## src/rtl/conv_pkg.sv

```systemverilog
// Shared types and sizing helpers for the convolution window controller.
package conv_pkg;

    // Frame-level controller state, also exported on the debug port.
    typedef enum logic [1:0] {
        S_IDLE = 2'd0,
        S_RUN  = 2'd1,
        S_DONE = 2'd2
    } conv_state_t;

    // Counter width able to hold 0..n-1; never narrower than one bit.
    function automatic int cnt_width(input int n);
        return (n <= 2) ? 1 : $clog2(n);
    endfunction

endpackage

```

## src/rtl/conv_window_ctrl_if.sv

```systemverilog
// Pixel stream, line-buffer feed and window-coordinate bundle.
//
// Handshake: a transfer happens on a rising edge where s_valid && s_ready
// are both high. The source holds s_valid/s_data stable until accepted;
// s_ready may drop at any time (it follows out_ready while running).
// lb_valid/lb_din mirror exactly the accepted transfers with zero latency.
// win_valid is a one-cycle qualifier for win_row/win_col, which hold their
// last value while win_valid is low.
interface conv_window_ctrl_if #(
    parameter int DATA_WIDTH = 8,
    parameter int ROW_LENGTH = 32,
    parameter int NUM_ROWS   = 32
);
    import conv_pkg::*;

    localparam int RW = cnt_width(NUM_ROWS);
    localparam int CW = cnt_width(ROW_LENGTH);

    logic                  s_valid;
    logic [DATA_WIDTH-1:0] s_data;
    logic                  s_ready;
    logic                  lb_valid;
    logic [DATA_WIDTH-1:0] lb_din;
    logic                  out_ready;
    logic                  win_valid;
    logic [RW-1:0]         win_row;
    logic [CW-1:0]         win_col;

    // Source / parent side: drives pixels and downstream readiness.
    modport master (
        output s_valid, s_data, out_ready,
        input  s_ready, lb_valid, lb_din, win_valid, win_row, win_col
    );

    // Controller side.
    modport slave (
        input  s_valid, s_data, out_ready,
        output s_ready, lb_valid, lb_din, win_valid, win_row, win_col
    );

endinterface

```

## src/rtl/wrap_counter.sv

```systemverilog
// Modulo counter with enable and synchronous clear; o_wrap flags the
// enabled step from MODULUS-1 back to 0.
module wrap_counter #(
    parameter int MODULUS = 4,
    parameter int WIDTH   = 2
) (
    input  logic             clk,
    input  logic             rst,
    input  logic             i_en,
    input  logic             i_clr,
    output logic [WIDTH-1:0] o_count,
    output logic             o_wrap
);

    localparam logic [WIDTH-1:0] LAST = WIDTH'(MODULUS - 1);

    logic [WIDTH-1:0] r_count;
    logic             w_last;

    assign w_last  = (r_count == LAST);
    assign o_count = r_count;
    assign o_wrap  = i_en && w_last;

    // Count enabled steps, folding back to zero after the terminal value.
    always_ff @(posedge clk or negedge rst) begin
        if (!rst) begin
            r_count <= '0;
        end else if (i_clr) begin
            r_count <= '0;
        end else if (i_en) begin
            r_count <= w_last ? '0 : r_count + WIDTH'(1);
        end
    end

endmodule

```

## src/rtl/conv_window_ctrl.sv

```systemverilog
// Frame controller for a KxK convolution window fed from a line buffer.
// It gates the pixel stream into the line buffer, tracks the pixel
// coordinate, and flags when the buffer holds a window lying fully
// inside the image.
module conv_window_ctrl
    import conv_pkg::*;
#(
    parameter int DATA_WIDTH  = 8,
    parameter int ROW_LENGTH  = 32,
    parameter int NUM_ROWS    = 32,
    parameter int KERNEL_SIZE = 3
) (
    input  logic        clk,
    input  logic        rst,
    input  logic        start,
    input  logic        abort,
    output logic        busy,
    output logic        done,
    output conv_state_t o_dbg_state,
    conv_window_ctrl_if.slave bus
);

    localparam int RW = cnt_width(NUM_ROWS);
    localparam int CW = cnt_width(ROW_LENGTH);

    // Offset from the newest pixel back to the window's top-left corner.
    localparam logic [RW-1:0] ROW_OFF = RW'(KERNEL_SIZE - 1);
    localparam logic [CW-1:0] COL_OFF = CW'(KERNEL_SIZE - 1);

    conv_state_t     r_state;
    logic            r_busy;
    logic            r_done;
    logic            r_win_valid;
    logic [RW-1:0]   r_win_row;
    logic [CW-1:0]   r_win_col;

    logic                  w_accept;
    logic                  w_clr;
    logic                  w_col_wrap;
    logic                  w_row_wrap;
    logic                  w_win_hit;
    logic [RW-1:0]         w_row;
    logic [CW-1:0]         w_col;
    logic [DATA_WIDTH-1:0] w_din;

    // Stream gating: ready only while running and downstream can take a window.
    assign bus.s_ready  = (r_state == S_RUN) && bus.out_ready;
    assign w_accept     = bus.s_valid && bus.s_ready;
    assign w_din        = bus.s_data;
    assign bus.lb_valid = w_accept;
    assign bus.lb_din   = w_din;

    // Counters sit at zero outside RUN so every frame starts at (0,0).
    assign w_clr = abort || (r_state != S_RUN);

    wrap_counter #(.MODULUS(ROW_LENGTH), .WIDTH(CW)) u_col (
        .clk     (clk),
        .rst     (rst),
        .i_en    (w_accept),
        .i_clr   (w_clr),
        .o_count (w_col),
        .o_wrap  (w_col_wrap)
    );

    wrap_counter #(.MODULUS(NUM_ROWS), .WIDTH(RW)) u_row (
        .clk     (clk),
        .rst     (rst),
        .i_en    (w_col_wrap),
        .i_clr   (w_clr),
        .o_count (w_row),
        .o_wrap  (w_row_wrap)
    );

    // A window is complete only when both coordinates have passed K-1;
    // the column test also rejects windows that straddle a row boundary.
    // The row counter wraps exactly on the frame's final pixel.
    assign w_win_hit = w_accept && (w_row >= ROW_OFF) && (w_col >= COL_OFF);

    // Frame FSM with registered busy/done; abort wins over everything.
    always_ff @(posedge clk or negedge rst) begin
        if (!rst) begin
            r_state <= S_IDLE;
            r_busy  <= 1'b0;
            r_done  <= 1'b0;
        end else if (abort) begin
            r_state <= S_IDLE;
            r_busy  <= 1'b0;
            r_done  <= 1'b0;
        end else begin
            r_done <= 1'b0;
            case (r_state)
                S_IDLE: begin
                    if (start) begin
                        r_state <= S_RUN;
                        r_busy  <= 1'b1;
                    end
                end
                S_RUN: begin
                    if (w_row_wrap) begin
                        r_state <= S_DONE;
                        r_busy  <= 1'b0;
                        r_done  <= 1'b1;
                    end
                end
                S_DONE: begin
                    r_state <= S_IDLE;
                end
                default: begin
                    r_state <= S_IDLE;
                    r_busy  <= 1'b0;
                end
            endcase
        end
    end

    // Window qualifier and top-left coordinate, one cycle after the pixel.
    always_ff @(posedge clk or negedge rst) begin
        if (!rst) begin
            r_win_valid <= 1'b0;
            r_win_row   <= '0;
            r_win_col   <= '0;
        end else begin
            r_win_valid <= w_win_hit && !abort;
            if (w_win_hit && !abort) begin
                r_win_row <= w_row - ROW_OFF;
                r_win_col <= w_col - COL_OFF;
            end
        end
    end

    assign busy          = r_busy;
    assign done          = r_done;
    assign o_dbg_state   = r_state;
    assign bus.win_valid = r_win_valid;
    assign bus.win_row   = r_win_row;
    assign bus.win_col   = r_win_col;

endmodule

```

## src/flat_wrapper.sv

```systemverilog
// flat-port wrapper written by rule: the top's interface ports become plain ports
module conv_window_ctrl_flat import conv_pkg::*;
#(
    parameter int DATA_WIDTH  = 8,
    parameter int ROW_LENGTH  = 32,
    parameter int NUM_ROWS    = 32,
    parameter int KERNEL_SIZE = 3
)
  (clk, rst, start, abort, busy, done, o_dbg_state, bus_s_valid, bus_s_data, bus_out_ready, bus_s_ready, bus_lb_valid, bus_lb_din, bus_win_valid, bus_win_row, bus_win_col);
  conv_window_ctrl_if #(.DATA_WIDTH(DATA_WIDTH), .ROW_LENGTH(ROW_LENGTH), .NUM_ROWS(NUM_ROWS)) bus_i ();
  input  logic clk;
  input  logic rst;
  input  logic start;
  input  logic abort;
  output logic busy;
  output logic done;
  output conv_state_t o_dbg_state;
  input wire logic [$bits(bus_i.s_valid)-1:0] bus_s_valid;
  input wire logic [$bits(bus_i.s_data)-1:0] bus_s_data;
  input wire logic [$bits(bus_i.out_ready)-1:0] bus_out_ready;
  output wire logic [$bits(bus_i.s_ready)-1:0] bus_s_ready;
  output wire logic [$bits(bus_i.lb_valid)-1:0] bus_lb_valid;
  output wire logic [$bits(bus_i.lb_din)-1:0] bus_lb_din;
  output wire logic [$bits(bus_i.win_valid)-1:0] bus_win_valid;
  output wire logic [$bits(bus_i.win_row)-1:0] bus_win_row;
  output wire logic [$bits(bus_i.win_col)-1:0] bus_win_col;
  assign bus_i.s_valid = bus_s_valid;
  assign bus_i.s_data = bus_s_data;
  assign bus_i.out_ready = bus_out_ready;
  assign bus_s_ready = bus_i.s_ready;
  assign bus_lb_valid = bus_i.lb_valid;
  assign bus_lb_din = bus_i.lb_din;
  assign bus_win_valid = bus_i.win_valid;
  assign bus_win_row = bus_i.win_row;
  assign bus_win_col = bus_i.win_col;
  conv_window_ctrl #(.DATA_WIDTH(DATA_WIDTH), .ROW_LENGTH(ROW_LENGTH), .NUM_ROWS(NUM_ROWS), .KERNEL_SIZE(KERNEL_SIZE)) u_core (.clk(clk), .rst(rst), .start(start), .abort(abort), .busy(busy), .done(done), .o_dbg_state(o_dbg_state), .bus(bus_i));
endmodule
```

## config.mk

```make
export PLATFORM = sky130hd
export DESIGN_NAME = conv_window_ctrl_flat
export DESIGN_NICKNAME = d
export VERILOG_FILES = /design/src/rtl/conv_pkg.sv /design/src/rtl/conv_window_ctrl_if.sv /design/src/rtl/wrap_counter.sv /design/src/rtl/conv_window_ctrl.sv /design/src/flat_wrapper.sv
export SDC_FILE = /design/constraint.sdc
export NUM_CORES = 1
export LEC_CHECK = 0
export ABC_AREA = 0
export ABC_CLOCK_PERIOD_IN_PS = 2780
export CELL_PAD_IN_SITES_DETAIL_PLACEMENT = 1
export CELL_PAD_IN_SITES_GLOBAL_PLACEMENT = 1
export CORE_MARGIN = 4
export CORE_UTILIZATION = 39
export CTS_CLUSTER_SIZE = 28
export DETAILED_ROUTE_END_ITERATION = 6
export GPL_TIMING_DRIVEN = 1
export PLACE_DENSITY = 0.8
export SETUP_SLACK_MARGIN = 0.4
export SLEW_MARGIN = 20
export SYNTH_ARGS = -nofsm -noshare
export SYNTH_HDL_FRONTEND = slang
export SYNTH_SLANG_ARGS = --single-unit
```

## constraint.sdc

```tcl
create_clock -name clk -period 2.78 [get_ports clk]
set_input_delay 0.278 -clock clk [delete_from_list [all_inputs] [get_ports clk]]
set_output_delay 0.278 -clock clk [all_outputs]
set_load 0.01 [all_outputs]
```

== Word level (Yosys, flattened, before mapping) ==
Cells that the tools add are included.

* Word-level logic and storage cells: 53
* Output and inout bits: 25
* Register bits after elaboration: 25
* Input port bits: 14

* Reductions and logical operators: 14
* Mux-type cells: 17
* Magnitude comparators: 2
* Add/sub/neg operators: 4
* Eq/ne operators: 8

{| class="wikitable"
|+ Operators by type and width
! operator !! number
|-
| 5-bit 2-to-1 mux || 6
|-
| 5-bit by 1-bit adder with 5-bit output, second input constant || 2
|-
| 5-bit == test, second input constant || 2
|-
| 5-bit by 2-bit >= comparator with 1-bit output, second input constant || 2
|-
| 5-bit by 2-bit subtractor with 5-bit output, second input constant || 2
|-
| 1-bit logical AND || 7
|-
| 1-bit 2-to-1 mux || 6
|-
| 2-bit 2-to-1 mux || 3
|-
| 3-bit inequality test, second input constant || 2
|-
| 2-bit one-hot mux with 2 select lines || 1
|-
| 2-bit nonzero test || 2
|-
| 1-bit one-hot mux with 3 select lines || 1
|-
| 3-bit AND reduction || 1
|-
| 2-bit by 1-bit == test with 1-bit output, second input constant || 1
|-
| 2-bit == test, second input constant || 1
|-
| 2-bit zero test || 1
|-
| 2-bit by 1-bit inequality test with 1-bit output, second input constant || 1
|-
| 2-bit inequality test, second input constant || 1
|-
| 2-bit AND reduction || 1
|-
| 1-bit zero test || 1
|-
| 1-bit logical OR || 1
|}

== Logic depth before layout (Yosys ltp) ==
* Depth after elaboration: 8
* Gate-level depth with buffers: 8
* Mapped depth without buffers: 7

== Modules after synthesis ==
Synthesis repeated with hierarchy kept, for this count alone.

* Cells, all modules: 120
* Area total of the unflattened synthesis: 1355.0 µm²

{| class="wikitable"
|+ Modules (own cells, without submodules)
! module !! area each (µm²) !! instances !! cells each !! seq. area each (µm²)
|-
| conv_window_ctrl || 794.5 || 1 || 68 || 375.4
|-
| wrap_counter || 280.3 || 2 || 26 || 125.1
|}

== Worst setup path before layout ==
No wires, ideal clock.

* Kind: register to register
* Start point: reg u_core.u_col.r_count[0] (netlist: u_core.u_col.o_count[0])
* End point: reg u_core.u_col.r_count[3] (netlist: u_core.u_col.o_count[3])
* Data required time: 2702 ps
* Data arrival time: 1783 ps
* Setup time: 78 ps
* Slack: 919 ps
* Clock period less this slack: 1861 ps
* Stages on the path, launching flop included: 7
* Path buffers: 1
* Cells stage by stage: dfrtp_1 > ha_1 > and3_1 > ha_1 > clkbuf_1 > or4_1 > a21oi_1

* Cells in the longest elaborated chain, start to end: 4
* Elaborated cells on any way between the ends: 5
* Those cells by class: add/sub (1); eq/ne (1); mux (3)

{| class="wikitable"
|+ Ends and longest elaborated chain
! item !! RTL line !! text
|-
| start: declaration || wrap_counter.sv:17 || <nowiki>logic [WIDTH-1:0] r_count;</nowiki>
|-
| start signal: assignment || wrap_counter.sv:31 || <nowiki>r_count <= w_last ? '0 : r_count + WIDTH'(1);</nowiki>
|-
| 5-bit by 1-bit adder with 5-bit output or 5-bit == test (tied branches) || wrap_counter.sv:31, wrap_counter.sv:20 ||
|-
| 5-bit 2-to-1 mux * || wrap_counter.sv:31 ||
|-
| 5-bit 2-to-1 mux * || wrap_counter.sv:30 || <nowiki>end else if (i_en) begin</nowiki>
|-
| 5-bit 2-to-1 mux * || wrap_counter.sv:28 || <nowiki>end else if (i_clr) begin</nowiki>
|}

Mark *: on every way between the ends. The rest lies on a longest branch, timed or not. The select of a mux whose other input is x is not followed.
A chain may end at the register's enable or synchronous reset.

== Worst setup path in the final report ==
* Start point: reg u_core.r_state[1] (netlist: u_core.o_dbg_state[1])
* End point: out bus_lb_valid

* Cells in the longest elaborated chain, start to end: 3

{| class="wikitable"
|+ Ends and longest elaborated chain
! item !! RTL line !! text
|-
| start: declaration || conv_window_ctrl.sv:30 || <nowiki>conv_state_t r_state;</nowiki>
|-
| start signal: assignment || conv_window_ctrl.sv:82 || <nowiki>r_state <= S_IDLE;</nowiki>
|-
| start signal: assignment || conv_window_ctrl.sv:86 || <nowiki>r_state <= S_IDLE;</nowiki>
|-
| start signal: assignment || conv_window_ctrl.sv:94 || <nowiki>r_state <= S_RUN;</nowiki>
|-
| 2-bit by 1-bit == test with 1-bit output || conv_window_ctrl.sv:47 || <nowiki>assign bus.s_ready = (r_state == S_RUN) && bus.out_ready;</nowiki>
|-
| 1-bit logical AND || conv_window_ctrl.sv:47 ||
|-
| 1-bit logical AND || conv_window_ctrl.sv:48 || <nowiki>assign w_accept = bus.s_valid && bus.s_ready;</nowiki>
|-
| end: declaration || flat_wrapper.sv:22 || <nowiki>output wire logic [$bits(bus_i.lb_valid)-1:0] bus_lb_valid;</nowiki>
|}

No other way between the ends.

==> results.md <==
* Status: complete, no violations
* Post-route ant nets at 0
* CP bufs+invs at 2
* Layout cells sized above 1 at 10.3%
* Unrepaired setup endpoints after global routing: false
* Die width at 67.8 um
* Vias in the first global route at 1,096
* Grt peak-use layer: met2
* Die H at 67.8 um
* Top-area cell type share of the netlist area at 44.9%
* CTS H-tree lvls at 1
* Avg Inst Size Synth at 10.6 um2
* Leakage power at 0.797 nW
* Crit path cell chain: nand4b_4, inv_1, clkdlybuf4s50_1
* Longest Clk Path Bufs at 2
* Router iterations before antenna repair at 3
* Final Hold Violating Endpoints at 0
* Initial antenna violation count at 0
* Period utilisation layout at 77.5%
* Setup bufs post-CTS at 0
* I/O Pins at 39
* Cell Pwr Density at 353 nW/um2
* Slowest stage delay, CP at 0.57 ns
* Initial Util at 41.1%
* Clk_lat worst skew at 0.32 ns
* Met2 Use GR at 25.4%
* Routing usage on met1 at 15.7%
* Endpoints failing setup at 0
* Fin crit period at 2.15 ns
* P&R area growth vs syn at 16.4%
* Slew Limit Fails at 0
* Root buf cell: clkbuf_4
* Vias per cell at 5.12
* Cts hold-fix bufs at 0
* Sink Count at 25
* Top cells by area, synth: dfrtp_1, ha_1, mux2_4
* CTS resizes at 0
* TritonCTS clock tree: done
* Core ar. at 3390 um2
* Crit Path Class: flip-flop to output pin
* Delay-heaviest family, CP: buffers and inverters
* Distinct cells, synth at 31
* Clock transition at the registers of the reported paths at 0.13 ns
* DR vias at 983
* First-pass GRT wire length at 4720 um
* Slew headroom at 67.8%
* # fillers at 378
* Total track usage at 13.8%
* #FFs+latches synth at 25
* Multi-input gate area in the final layout at 637 um2
* Startpoint type of the worst setup path: flip-flop
* DR iter-0 viols at 17
* Seq/Total Area, Yosys at 44.9%
* N_diodes at 0
* Max cap viols at 0
* Total Wirelength at 2760 um
* Min-delay worst type: primary input to asynchronous set/reset pin
* Worst slew pin tran at 0.471 ns
* Yosys warns at 0
* Crit end category: output pin
* Syn nets at 155
* TNS Setup at 0 ns
* Seq. cell area at 626 um2
* WL/cell at 14.4 um
* Input/output buffers at 22
* Fmax achieved at 0.464 GHz
* Std-Cell Rows at 21
* Peak supply drop at 0.150 mV
* Num CTS Buffers at 3
* Synthesized area at 1390 um2
* Dominant cell type by area after synthesis: dfrtp_1
* Drc violations at 0
* Clk_skew at 0.00128 ns
* Syn Inst Count at 131
* DP HPWL at 2140 um
* Crit path max-delay cell type: clkdlybuf4s50_1
* Full die area at 4590 um2
* Largest net degree at the start of global routing at 26
* Tot Pwr at 0.573 mW
* Fin nets at 171
* CP arrival at 1.88 ns
* Gr ovfl total at 0
* RD Place Congestion at 0.771
* Crit-path max FO at 12
* Met3 Use GR at 1.66%
* Worst Path Required at 2.50 ns
per-layer routing:
layer,part of all wire (%),vias up
met3,5.6,9
met2,48,26
met1,44,479
met4,2.6,0
met5,0,-
li1,-,469
power by group:
group	internal, mW	switching, mW	total, mW
registers	0.366	0.00329	0.369
clock network	0.0562	0.108	0.165
logic	0.0178	0.0208	0.0386
total	0.440	0.132	0.573
cell usage after synthesis:
cell type and n:
and2_1 2, clkbuf_1 3, a32o_1 1, nor2_1 9
mux2i_1 2, nor2b_1 1, a2111oi_0 3, dfrtp_1 25
or4_4 1, nand2_1 7, inv_1 13, nor4b_1 1
or3b_2 1, a21oi_1 11, and3b_1 1, ha_1 10
nor3_1 5, xor2_1 4, or4_1 1, nand4b_4 1
buf_6 1, o21bai_1 1, nand3b_1 1, nand2b_1 1
o21ai_0 4, a211oi_1 1, and3_1 3, mux2_4 7
nand4b_1 1, buf_4 8, mux2_2 1
flip-flops by register name, indices dropped and copies added, names as in the netlist:
register / count
u_core.bus.win_col: 5
u_core.bus.win_row: 5
u_core.u_col.o_count: 5
u_core.u_row.o_count: 5
u_core.o_dbg_state: 2
u_core.bus.win_valid: 1
u_core.busy: 1
u_core.done: 1
through the flow:
step | area (um2) | hold WS (ns) | utilization [%] | setup slack, ns | instances
floorplan | 1390 | -0.0176 | - | 0.919 | 131
global placement | 1600 | 0.497 | 47.1 | 0.643 | 188
detailed placement | 1600 | 0.496 | 47.1 | 0.597 | 188
CTS | 1620 | 0.311 | 47.9 | 0.607 | 192
global route | 1620 | 0.313 | 47.9 | 0.500 | 192
finish | 1620 | 0.305 | 47.9 | 0.626 | 192
area by class of cell:
cell class	instances	share of cell area [%]
inverter	13	3.01
clock buffer	4	1.62
sequential	25	38.6
timing repair buffer	23	14.0
tap	46	3.55
multi-input combinational	81	39.2
layout by cell type (no fill, tap or decap), drive strengths merged, types with 2 or more instances in the layout:
master | synthesis | final
inv | 13 | 13
and3 | 3 | 3
nand4b | 2 | 2
clkdlybuf4s50 | 0 | 22
nor3 | 5 | 5
mux2 | 8 | 8
and2 | 2 | 2
a21oi | 11 | 11
o21ai | 4 | 4
dfrtp | 25 | 25
nor2 | 9 | 9
nand2 | 7 | 7
mux2i | 2 | 2
clkbuf | 3 | 4
a2111oi | 3 | 3
or4 | 2 | 2
ha | 10 | 10
xor2 | 4 | 4
final timing paths:
| kind | slack [ns] | start | endpoint | cells after the start |
|---|---|---|---|---|
| max in group asynchronous | 2.24 | rst | u_core.o_dbg_state[1]$_DFFE_PN0P_ | 2 |
| max reg2reg | 0.73 | u_core.u_col.o_count[0]$_DFFE_PN0P_ | u_core.o_dbg_state[0]$_DFFE_PN0P_ | 5 |
| min | 0.31 | rst | u_core.u_row.o_count[2]$_DFFE_PN0P_ | 2 |
| min reg2reg | 0.52 | u_core.bus.win_row[4]$_DFFE_PN0P_ | u_core.bus.win_row[4]$_DFFE_PN0P_ | 1 |
| max | 0.63 | u_core.o_dbg_state[1]$_DFFE_PN0P_ | bus_lb_valid | 3 |
| min in group clk | 0.52 | u_core.bus.win_row[4]$_DFFE_PN0P_ | u_core.bus.win_row[4]$_DFFE_PN0P_ | 1 |
kinds of logic (layout without fill, tap and decap cells):
| group | count (synthesis) | in the layout | synth area share, % |
|---|---|---|---|
| AO/OA/AOI/OAI | 21 | 21 | 9.07 |
| XOR/XNOR | 4 | 4 | 2.51 |
| adder cells (fa/ha/maj) | 10 | 10 | 8.98 |
| buffers and inverters | 25 | 40 | 9.43 |
| flip-flops | 25 | 25 | 44.9 |
| multiplexers | 10 | 10 | 9.78 |
| AND/OR/NAND/NOR | 36 | 36 | 15.4 |
Note: power is estimated with default switching activity, not from simulation.
